## config.mk

```make
export PLATFORM = sky130hd
export DESIGN_NAME = ab_request_arbiter
export DESIGN_NICKNAME = d
export VERILOG_FILES = /design/src/rtl/ab_request_arbiter.sv
export SDC_FILE = /design/constraint.sdc
export NUM_CORES = 1
export LEC_CHECK = 0
export ABC_AREA = 1
export BUFFER_PORTS_ARGS = -buffer_cell sky130_fd_sc_hd__buf_2
export CORE_ASPECT_RATIO = 0.7
export CORE_MARGIN = 5
export CORE_UTILIZATION = 45
export CTS_CLUSTER_SIZE = 40
export DETAILED_ROUTE_END_ITERATION = 12
export GPL_TIMING_DRIVEN = 1
export PLACE_DENSITY = 0.74
export SYNTH_ARGS = -nofsm -noshare
export SYNTH_HDL_FRONTEND = slang
export SYNTH_SLANG_ARGS = --single-unit
export TNS_END_PERCENT = 100
```

## constraint.sdc

```tcl
create_clock -name clk -period 2 [get_ports clk]
set_clock_uncertainty 0.15 [all_clocks]
set_input_delay 0.3 -clock clk [delete_from_list [all_inputs] [get_ports clk]]
set_output_delay 0.3 -clock clk [all_outputs]
set_load 0.02 [all_outputs]
```

## src/rtl/ab_request_arbiter.sv

```systemverilog
// Round-robin front end for associative_buffer: two requesters share the buffer,
// each accepted request becomes a one-cycle buffer command and a per-requester response.

`ifndef REG_CTRL_WIDTH
`define REG_CTRL_WIDTH 2
`endif
`ifndef REG_CTRL_NOP
`define REG_CTRL_NOP 2'b00
`endif
`ifndef REG_CTRL_LD
`define REG_CTRL_LD 2'b01
`endif
`ifndef REG_CTRL_INC
`define REG_CTRL_INC 2'b10
`endif
`ifndef REG_CTRL_CLR
`define REG_CTRL_CLR 2'b11
`endif

module ab_request_arbiter #(
    parameter int KEY_WIDTH      = 4,
    parameter int DATA_WIDTH     = 2,
    parameter int TIMEOUT_CYCLES = 8
) (
    input  logic                       clk,
    input  logic                       async_reset,
    input  logic [1:0]                 req_valid,
    input  logic [1:0]                 req_op0,
    input  logic [1:0]                 req_op1,
    input  logic [KEY_WIDTH-1:0]       req_key0,
    input  logic [KEY_WIDTH-1:0]       req_key1,
    input  logic [DATA_WIDTH-1:0]      req_data0,
    input  logic [DATA_WIDTH-1:0]      req_data1,
    output logic [1:0]                 req_ready,
    output logic [1:0]                 rsp_valid,
    output logic                       rsp_hit,
    output logic [DATA_WIDTH-1:0]      rsp_data,
    output logic                       busy,
    output logic [`REG_CTRL_WIDTH-1:0] buf_ctrl,
    output logic [KEY_WIDTH-1:0]       buf_key,
    output logic [DATA_WIDTH-1:0]      buf_data,
    output logic                       buf_trigger_read,
    input  logic [DATA_WIDTH-1:0]      buf_data_output,
    input  logic                       buf_data_valid
);

    localparam logic [1:0] ST_IDLE    = 2'd0;
    localparam logic [1:0] ST_ISSUE   = 2'd1;
    localparam logic [1:0] ST_WAIT_RD = 2'd2;
    localparam logic [1:0] ST_RESP    = 2'd3;

    localparam logic [1:0] OP_LOAD  = 2'b00;
    localparam logic [1:0] OP_INC   = 2'b01;
    localparam logic [1:0] OP_CLEAR = 2'b10;
    localparam logic [1:0] OP_READ  = 2'b11;

    localparam logic [7:0] TIMEOUT_LAST = 8'(TIMEOUT_CYCLES - 1);

    logic [1:0]            state_r;
    logic                  last_grant_r;
    logic [1:0]            op_r;
    logic                  id_r;
    logic [7:0]            cnt_r;
    logic                  grant_s;
    logic                  accept_s;
    logic [1:0]            sel_op_s;
    logic [KEY_WIDTH-1:0]  sel_key_s;
    logic [DATA_WIDTH-1:0] sel_data_s;

    // Buffer command for an operation; reads are signalled by trigger_read instead.
    function automatic logic [`REG_CTRL_WIDTH-1:0] ctrl_code(input logic [1:0] op);
        logic [`REG_CTRL_WIDTH-1:0] code;
        case (op)
            OP_LOAD:  code = `REG_CTRL_LD;
            OP_INC:   code = `REG_CTRL_INC;
            OP_CLEAR: code = `REG_CTRL_CLR;
            OP_READ:  code = `REG_CTRL_NOP;
            default:  code = `REG_CTRL_NOP;
        endcase
        return code;
    endfunction

    // Round-robin grant and combinational accept strobe, only offered in IDLE.
    always_comb begin
        grant_s   = 1'b0;
        req_ready = 2'b00;
        if (state_r == ST_IDLE) begin
            case (req_valid)
                2'b01:   grant_s = 1'b0;
                2'b10:   grant_s = 1'b1;
                2'b11:   grant_s = ~last_grant_r;
                default: grant_s = 1'b0;
            endcase
            if (req_valid != 2'b00) begin
                req_ready = grant_s ? 2'b10 : 2'b01;
            end else begin
                req_ready = 2'b00;
            end
        end else begin
            req_ready = 2'b00;
        end
    end

    // Fields of the granted requester.
    always_comb begin
        accept_s   = |(req_valid & req_ready);
        sel_op_s   = grant_s ? req_op1   : req_op0;
        sel_key_s  = grant_s ? req_key1  : req_key0;
        sel_data_s = grant_s ? req_data1 : req_data0;
    end

    // Sequencer: accept, issue one buffer pulse, optionally wait for read data, respond.
    always_ff @(posedge clk or posedge async_reset) begin
        if (async_reset) begin
            state_r          <= ST_IDLE;
            last_grant_r     <= 1'b1;
            op_r             <= OP_LOAD;
            id_r             <= 1'b0;
            cnt_r            <= 8'd0;
            rsp_valid        <= 2'b00;
            rsp_hit          <= 1'b0;
            rsp_data         <= {DATA_WIDTH{1'b0}};
            busy             <= 1'b0;
            buf_ctrl         <= `REG_CTRL_NOP;
            buf_key          <= {KEY_WIDTH{1'b0}};
            buf_data         <= {DATA_WIDTH{1'b0}};
            buf_trigger_read <= 1'b0;
        end else begin
            case (state_r)
                ST_IDLE: begin
                    if (accept_s) begin
                        op_r             <= sel_op_s;
                        id_r             <= grant_s;
                        last_grant_r     <= grant_s;
                        buf_key          <= sel_key_s;
                        buf_data         <= sel_data_s;
                        buf_ctrl         <= ctrl_code(sel_op_s);
                        buf_trigger_read <= (sel_op_s == OP_READ);
                        busy             <= 1'b1;
                        state_r          <= ST_ISSUE;
                    end
                end
                ST_ISSUE: begin
                    buf_ctrl         <= `REG_CTRL_NOP;
                    buf_trigger_read <= 1'b0;
                    cnt_r            <= 8'd0;
                    if (op_r == OP_READ) begin
                        state_r <= ST_WAIT_RD;
                    end else begin
                        rsp_valid <= id_r ? 2'b10 : 2'b01;
                        rsp_hit   <= 1'b1;
                        rsp_data  <= {DATA_WIDTH{1'b0}};
                        state_r   <= ST_RESP;
                    end
                end
                ST_WAIT_RD: begin
                    // Valid on the final counter cycle still counts as a hit.
                    if (buf_data_valid) begin
                        rsp_valid <= id_r ? 2'b10 : 2'b01;
                        rsp_hit   <= 1'b1;
                        rsp_data  <= buf_data_output;
                        state_r   <= ST_RESP;
                    end else if (cnt_r == TIMEOUT_LAST) begin
                        rsp_valid <= id_r ? 2'b10 : 2'b01;
                        rsp_hit   <= 1'b0;
                        rsp_data  <= {DATA_WIDTH{1'b0}};
                        state_r   <= ST_RESP;
                    end else begin
                        cnt_r <= cnt_r + 8'd1;
                    end
                end
                ST_RESP: begin
                    rsp_valid <= 2'b00;
                    rsp_hit   <= 1'b0;
                    rsp_data  <= {DATA_WIDTH{1'b0}};
                    busy      <= 1'b0;
                    cnt_r     <= 8'd0;
                    buf_key   <= {KEY_WIDTH{1'b0}};
                    buf_data  <= {DATA_WIDTH{1'b0}};
                    state_r   <= ST_IDLE;
                end
                default: begin
                    state_r          <= ST_IDLE;
                    rsp_valid        <= 2'b00;
                    busy             <= 1'b0;
                    buf_ctrl         <= `REG_CTRL_NOP;
                    buf_trigger_read <= 1'b0;
                end
            endcase
        end
    end

endmodule

```

==> PnR_summary.wiki, run 1 <==
{| class="wikitable"
! Metric !! Value
|-
| Initial cell density of the core || 47.0%
|-
| Detailed-route wire length per cell || 11.1 µm
|-
| Worst Path Max Fanout || 5
|-
| Min-Delay Startpoint || req_key1[1]
|-
| Maximum ir drop on the vdd rail || 0.681 mV
|-
| Vias after detailed routing || 1,491
|-
| Fin worst setup slack || 0.122 ns
|-
| All-Layer GR Usage || 15.4%
|-
| Register bit total from synthesis || 29
|-
| Chip width || 82.6 µm
|-
| Power density relative to cell area || 1440 mW/mm²
|-
| Pin count of the biggest net entering global routing || 30
|-
| Half-perimeter wire length after detailed placement || 2650 µm
|-
| Root buffer cell || clkbuf_8
|-
| Number of synthesized flops with an enable pin || 0
|-
| Yosys synthesis warning count || 0
|-
| Cts bufs inserted || 5
|-
| Input/output buffers || 39
|-
| Max Fclk || 0.533 GHz
|-
| CTS tree || yes
|-
| Buffers from clock root to sink, at most || 2
|-
| Max_cap viols || 0
|-
| Ant diodes || 0
|-
| Placement Rows || 18
|-
| Fraction of layout instances using a drive strength above 1 || 27.9%
|-
| Top FF cell, synth || dfrtp_1
|-
| LEAKAGE || 1.09 nW
|-
| Category of the worst setup path launch point || flip-flop
|-
| DRC violation total after the first TritonRoute iteration || 56
|-
| Final hold slack || 0.112 ns
|-
| Worst hold stages || 3
|-
| H-tree depth || 2
|-
| Transition time at the pin with the least slew margin || 0.662 ns
|-
| Post-synthesis area per instance || 7.69 µm²
|-
| Required time of the worst setup path || 1.55 ns
|-
| Crit Reg-Reg Startpoint || state_r[1]
|-
| Final hold violation count || 0
|-
| DRC violations left || 0
|-
| Result of the run || finished, final reports clean
|-
| Sequential cell area fraction in the yosys report || 43.8%
|-
| Final setup viols || 0
|-
| Syn Std Cell Area || 0.00166 mm²
|-
| Final slew viol count || 0
|-
| Fin area || 0.00204 mm²
|-
| Vias per std cell || 4.67
|-
| Number of top-level design ports || 40
|-
| Worst slew margin || 55.4%
|-
| Signed area change from the synthesized netlist to the final layout || 23.0%
|-
| Vias in the first global route || 1,356
|-
| End of the worst hold path || buf_key[1]
|-
| CORE AREA || 0.00354 mm²
|-
| Instance area at placement || 0.00192 mm²
|-
| Placer Congestion || 0.822
|-
| Class of the worst hold path || input pin to flip-flop
|-
| Crit end category || output pin
|-
| Path type of the worst setup path || flip-flop to output pin
|-
| Fraction of synthesis flops using an asynchronous set or reset pin || 100%
|-
| Area of the die || 0.00502 mm²
|-
| Pre-CTS setup slack || 0.101 ns
|-
| Distinct cell type count after synthesis || 25
|-
| CTS clk-pin slew, worst paths || 0.06 ns
|-
| Tmin final || 1.88 ns
|-
| Length of the first detailed-routing pass in iterations || 4
|-
| Global route total overflow || 0
|-
| Worst R2R End || buf_ctrl[1]
|-
| DIE HEIGHT || 60.8 µm
|-
| Post-Synthesis Cells || 216
|-
| Worst path arrival time || 1.43 ns
|-
| Clock insertion delay at the later pin of the skew report || 0.28 ns
|-
| Count of nets left with antenna violations after detail routing || 0
|-
| Count of nets after finishing || 298
|-
| Total clock sinks || 29
|-
| Initial antenna violation count || 0
|-
| Final Routed Wirelength || 3550 µm
|-
| Mapped Nets || 246
|-
| Fill cell total of the finished layout || 346
|-
| Global-route wire length before repair || 5810 µm
|-
| Setup slack of the most critical reg-to-reg path || 0.13 ns
|-
| Depth of the most critical reg-to-reg path || 12
|-
| Period Utilization, post-route || 93.9%
|}
-- metrics by stage --
step | power (mW) | instances | setup TNS, ns | utilization (%)
2_1_floorplan | 2.08 | 216 | 0 | -
5_1_grt | 3.23 | 319 | -0.00253 | 57.7
4_1_cts | 2.95 | 318 | 0 | 57.5
3_5_place_dp | 2.45 | 307 | 0 | 54.3
3_3_place_gp | 2.43 | 307 | 0 | 54.3
6_report | 2.94 | 319 | 0 | 57.7
-- cell type report --
| class | count | area, µm² | share of cell area [%] |
|---|---|---|---|
| Clock inverter | 2 | 10.0 | 0.490 |
| Sequential cell | 29 | 727 | 35.6 |
| Tap cell | 50 | 62.6 | 3.06 |
| Multi-Input combinational cell | 154 | 786 | 38.5 |
| Inverter | 29 | 109 | 5.33 |
| Clock buffer | 6 | 72.6 | 3.55 |
| Timing Repair Buffer | 49 | 275 | 13.5 |
-- worst max-delay path: stages, from the launching register on --
cell	delay, ns
dfrtp_1	0.41
inv_2	0.10
ha_2	0.21
nand2_1	0.07
inv_1	0.06
nand2_2	0.07
inv_2	0.07
buf_4	0.14
-- layer usage --
metal,part of all wire (%),global-route usage [%],vias to the layer above
li1,-,-,791
met1,49,21.4,659
met2,43,22.5,35
met3,6.3,4.75,6
met4,1.5,6.29,0
met5,0,0,-
-- cell usage after synthesis, types with 2 or more instances --
cell,n,area (µm²)
ha_1,7,87.6
nor2_1,24,90.1
nand2_2,3,18.8
inv_2,2,7.51
a21oi_1,2,10.0
o21ai_2,8,70.1
nand3_1,21,105
inv_1,27,101
nand2_1,60,225
o21ai_0,20,100
dfrtp_1,28,701
-- cell usage in the layout (no fill, tap or decap) --
cell type	netlist	routed
inv_1	27	26
nor2_1	24	24
nor3_1	1	1
a21oi_1	2	2
o21ai_2	8	8
inv_2	2	3
dfstp_2	1	1
clkbuf_1	0	1
nand3_1	21	21
o211ai_1	1	1
nand2_1	60	59
ha_2	0	1
nand3_4	1	1
nand3b_2	1	1
clkinv_2	0	2
o21a_1	1	1
nand4_1	1	1
o22ai_1	1	1
nand2_2	3	4
dfrtp_1	28	28
dlygate4sd3_1	0	1
or2_2	1	1
clkbuf_8	0	5
a31oi_1	1	1
buf_4	1	10
buf_2	1	38
o21ai_0	20	20
ha_1	7	6
-- worst max-delay path by stage --
stage	from	to	slack (ns)	cells after the start
global route	state_r[1]	buf_ctrl[1]	-0.003	12
CTS	state_r[1]	req_ready[1]	0.05	7
finish	state_r[1]	req_ready[1]	0.12	7
global placement	state_r[1]	buf_ctrl[1]	0.16	11
floorplan	state_r[0]	buf_ctrl[1]	0.15	11
detailed placement	state_r[1]	buf_ctrl[1]	0.10	11
-- state kept, by name, summed over array words and instances, names as in the netlist --
| name | count |
|---|---|
| cnt_r | 8 |
| buf_key | 4 |
| buf_ctrl | 2 |
| buf_data | 2 |
| op_r | 2 |
| rsp_data | 2 |
| rsp_valid | 2 |
| state_r | 2 |
| buf_trigger_read | 1 |
| busy | 1 |
| id_r | 1 |
| last_grant_r | 1 |
| rsp_hit | 1 |
-- power breakdown --
group          leakage (nW)  internal [mW]  switching (mW)
clock                0.0450          0.240           0.214
combinational         0.678          0.556           0.979
sequential            0.370          0.815           0.133
-- kinds of logic (layout without fill, tap and decap cells) --
logic type               count (synthesis)  count (layout)  share of synthesized area (%)
AO/OA/AOI/OAI                           34              34                           12.5
AND/OR/NAND/NOR                        113             113                           29.2
buffers and inverters                   33              86                           9.19
flip-flops                              29              29                           43.8
adder cells (fa/ha/maj)                  7               7                           5.27
-- what timing repair did --
item                                   CTS  global route
endpoints found under the hold margin   28             0
gates resized for setup                  2             2
setup buffers                            2             1
hold buffers                             1             0
setup endpoints to repair                1             3
Power figures use the tool's default switching activity.
==> inputs of run 2 (changes only) <==
--- a/config.mk
+++ b/config.mk
@@ -9,11 +9,12 @@
 export BUFFER_PORTS_ARGS = -buffer_cell sky130_fd_sc_hd__buf_2
 export CORE_ASPECT_RATIO = 0.7
 export CORE_MARGIN = 5
-export CORE_UTILIZATION = 45
+export CORE_UTILIZATION = 53
+export CTS_CLUSTER_DIAMETER = 200
 export CTS_CLUSTER_SIZE = 40
 export DETAILED_ROUTE_END_ITERATION = 12
 export GPL_TIMING_DRIVEN = 1
-export PLACE_DENSITY = 0.74
+export PLACE_DENSITY = 0.84
 export SYNTH_ARGS = -nofsm -noshare
 export SYNTH_HDL_FRONTEND = slang
 export SYNTH_SLANG_ARGS = --single-unit
==> PnR_summary.wiki, run 2 (synthesis results as in run 1) <==
{| class="wikitable"
! Metric !! Value
|-
| Path type of the worst setup path || flip-flop to flip-flop
|-
| Kind of cell adding the most delay to the critical path || compound AO/OA/AOI/OAI gates
|-
| Vias per std cell || 4.98 (+6.5%)
|-
| Initial antenna violation count || 0 (unchanged)
|-
| Detailed-route wire length per cell || 11.8 µm (+6.2%)
|-
| Vias in the first global route || 1,398 (+3.1%)
|-
| Max Fclk || 0.535 GHz (+0.53%)
|-
| Result of the run || finished, final reports clean
|-
| H-tree depth || 2 (unchanged)
|-
| End-of-flow core utilization || 66.1% (+8.4 points)
|-
| Root buffer cell || clkbuf_8
|-
| Crit end category || flip-flop
|-
| Min-Delay Startpoint || req_data1[0]
|-
| Clock insertion delay at the later pin of the skew report || 0.28 ns (about the same)
|-
| All-Layer GR Usage || 17.3% (+1.9 points)
|-
| Total Power Consumption || 3.00 mW (+2.2%)
|-
| Count of nets left with antenna violations after detail routing || 0 (unchanged)
|-
| Fraction of layout instances using a drive strength above 1 || 27.8% (-0.10 points)
|-
| Pre-CTS setup slack || 0.104 ns (+0.00359 ns)
|-
| CTS tree || yes
|-
| DIE HEIGHT || 56.8 µm (-6.6%)
|-
| Switching power total || 1.36 mW (+2.4%)
|-
| Transition time at the pin with the least slew margin || 0.638 ns (-0.0233 ns)
|-
| Largest regs || cnt_r (8), buf_key (4)
|-
| Length of the first detailed-routing pass in iterations || 4 (unchanged)
|-
| Final setup viols || 0 (unchanged)
|-
| Period Utilization, post-route || 93.4% (-0.49 points)
|-
| Fill cell total of the finished layout || 265 (-23%)
|-
| Placer Congestion || 0.858 (+4.3%)
|-
| Critical Path Start || state_r[1]
|-
| Input/output buffers || 39 (unchanged)
|-
| DRC violation total after the first TritonRoute iteration || 65 (+16%)
|-
| Worst path arrival time || 1.85 ns (+0.42 ns)
|-
| Global route total overflow || 0 (unchanged)
|-
| Number of flip-flops under the largest register name || 8 (unchanged)
|-
| Logic pwr share || 53.4% (+1.1 points)
|-
| CORE AREA || 0.00308 mm² (-13%)
|-
| Cts bufs inserted || 5 (unchanged)
|-
| Critical-path cell list || buf_4 > ha_1 > inv_1 > o21ai_0 > o21ai_0
|-
| Bufs and invs on worst path || 2 (-2)
|-
| Signed area change from the synthesized netlist to the final layout || 22.8%
|-
| Count of nets after finishing || 299 (+0.34%)
|-
| Required time of the worst setup path || 1.98 ns (+0.43 ns)
|-
| Tmin final || 1.87 ns (-0.00986 ns)
|-
| Max_cap viols || 0 (unchanged)
|-
| Maximum ir drop on the vdd rail || 0.686 mV (+0.65%)
|-
| Final hold violation count || 0 (unchanged)
|-
| Crit Reg-Reg Startpoint || state_r[1]
|-
| Cell Count, Final, Fillers Out || 308 (-3.4%)
|-
| Register containing the most flip-flops in the final layout || cnt_r
|-
| Maximum cell stage delay along the critical path || 0.54 ns (+0.13 ns)
|-
| Internal power summed over all cells || 1.65 mW (+2.2%)
|-
| Worst Path Max Fanout || 7 (+2)
|-
| Initial cell density of the core || 53.8% (+6.9 points)
|-
| CTS clk-pin slew, worst paths || 0.06 ns (about the same)
|-
| Power density relative to cell area || 1470 mW/mm² (+2.4%)
|-
| Total clock sinks || 29 (unchanged)
|-
| Category of the worst setup path launch point || flip-flop
|-
| Global-route wire length before repair || 6120 µm (+5.4%)
|-
| Number of top-level design ports || 40 (unchanged)
|-
| Setup repair after global routing missed its margin || false
|-
| Commonest cells after routing, fill and taps aside || nand2_1, buf_2, dfrtp_1
|-
| Half-perimeter wire length after detailed placement || 2670 µm (+0.78%)
|-
| Total placed cells including tap cells || 294 (-4.2%)
|-
| Chip width || 76.9 µm (-6.9%)
|-
| Final Routed Wirelength || 3640 µm (+2.5%)
|-
| Area of the die || 0.00437 mm² (-13%)
|-
| Final slew viol count || 0 (unchanged)
|-
| Reg power frac || 31.8% (-0.5 points)
|-
| Buffers from clock root to sink, at most || 2 (unchanged)
|-
| Worst slew margin || 57.0% (+1.6 points)
|-
| Cell type with the highest occurrence count on the critical path || o21ai_0
|-
| Most common library cell in the layout ignoring fill and taps || nand2_1
|-
| Class of the worst hold path || input pin to flip-flop
|-
| Pin count of the biggest net entering global routing || 30 (unchanged)
|-
| Ant diodes || 0 (unchanged)
|-
| Placement Rows || 17 (-1)
|-
| Switching part of the total || 45.2% (+0.049 points)
|-
| Worst-path cell with the longest stage delay || o21ai_0
|-
| Fin area || 0.00204 mm² (-0.12%)
|-
| Accumulated negative setup slack || 0 ns (unchanged)
|-
| Vias after detailed routing || 1,533 (+2.8%)
|-
| Final hold slack || 0.111 ns (-0.000737 ns)
|-
| Fin worst setup slack || 0.132 ns (+0.00986 ns)
|-
| LEAKAGE || 1.09 nW (about the same)
|-
| Instance area at placement || 0.00190 mm² (-1.2%)
|-
| DRC violations left || 0 (unchanged)
|-
| Proportion of power drawn by the clock network || 14.9% (-0.6 points)
|}
-- run 2: layer usage --
metal | part of all wire [%] | track usage (%)
met5 | 0 | 0
met1 | 46 | 22.4
met2 | 48 | 27.7
met3 | 5.2 | 4.81
met4 | 1.3 | 5.99
-- run 2: path summary, 6_finish.rpt --
path,end,slack (ns),depth (start not counted)
min in group asynchronous,buf_key[0],0.49,4
max,buf_data[1],0.13,5
min reg2reg,buf_trigger_read,0.32,2
max in group asynchronous,last_grant_r,0.91,4
max reg2reg,buf_data[1],0.13,5
min,buf_data[0],0.11,3
-- run 2: power by group through the flow --
| stage | Combinational (mW) | Clock (mW) | Sequential (mW) |
|---|---|---|---|
| global route | 1.79 | 0.486 | 0.989 |
| global placement | 1.45 | 0 | 0.945 |
| detailed placement | 1.49 | 0 | 0.958 |
| floorplan | 0.997 | 0 | 1.09 |
| finish | 1.60 | 0.447 | 0.954 |
| CTS | 1.52 | 0.458 | 0.951 |
-- run 2: area by class of cell --
type | count | area (µm²) | area share (%)
well taps | 38 | 47.5 | 2.33
multi-input cells | 154 | 796 | 39.0
flip-flops and latches | 29 | 727 | 35.6
clock buffers | 8 | 80.1 | 3.93
inverters | 29 | 109 | 5.34
repair buffers | 50 | 280 | 13.7
-- run 2: repair_timing --
item                                    CTS  global route
hold buffers                              1             0
resized for setup                         1             4
endpoints found under the setup margin    1             3
endpoints found under the hold margin    28             0
buffers inserted                          2             3
-- run 2: worst reg2reg max path, stage by stage, from the launching register on --
cell,delay (ns)
dfrtp_1,0.40
buf_4,0.13
ha_1,0.25
inv_1,0.09
o21ai_0,0.54
o21ai_0,0.17
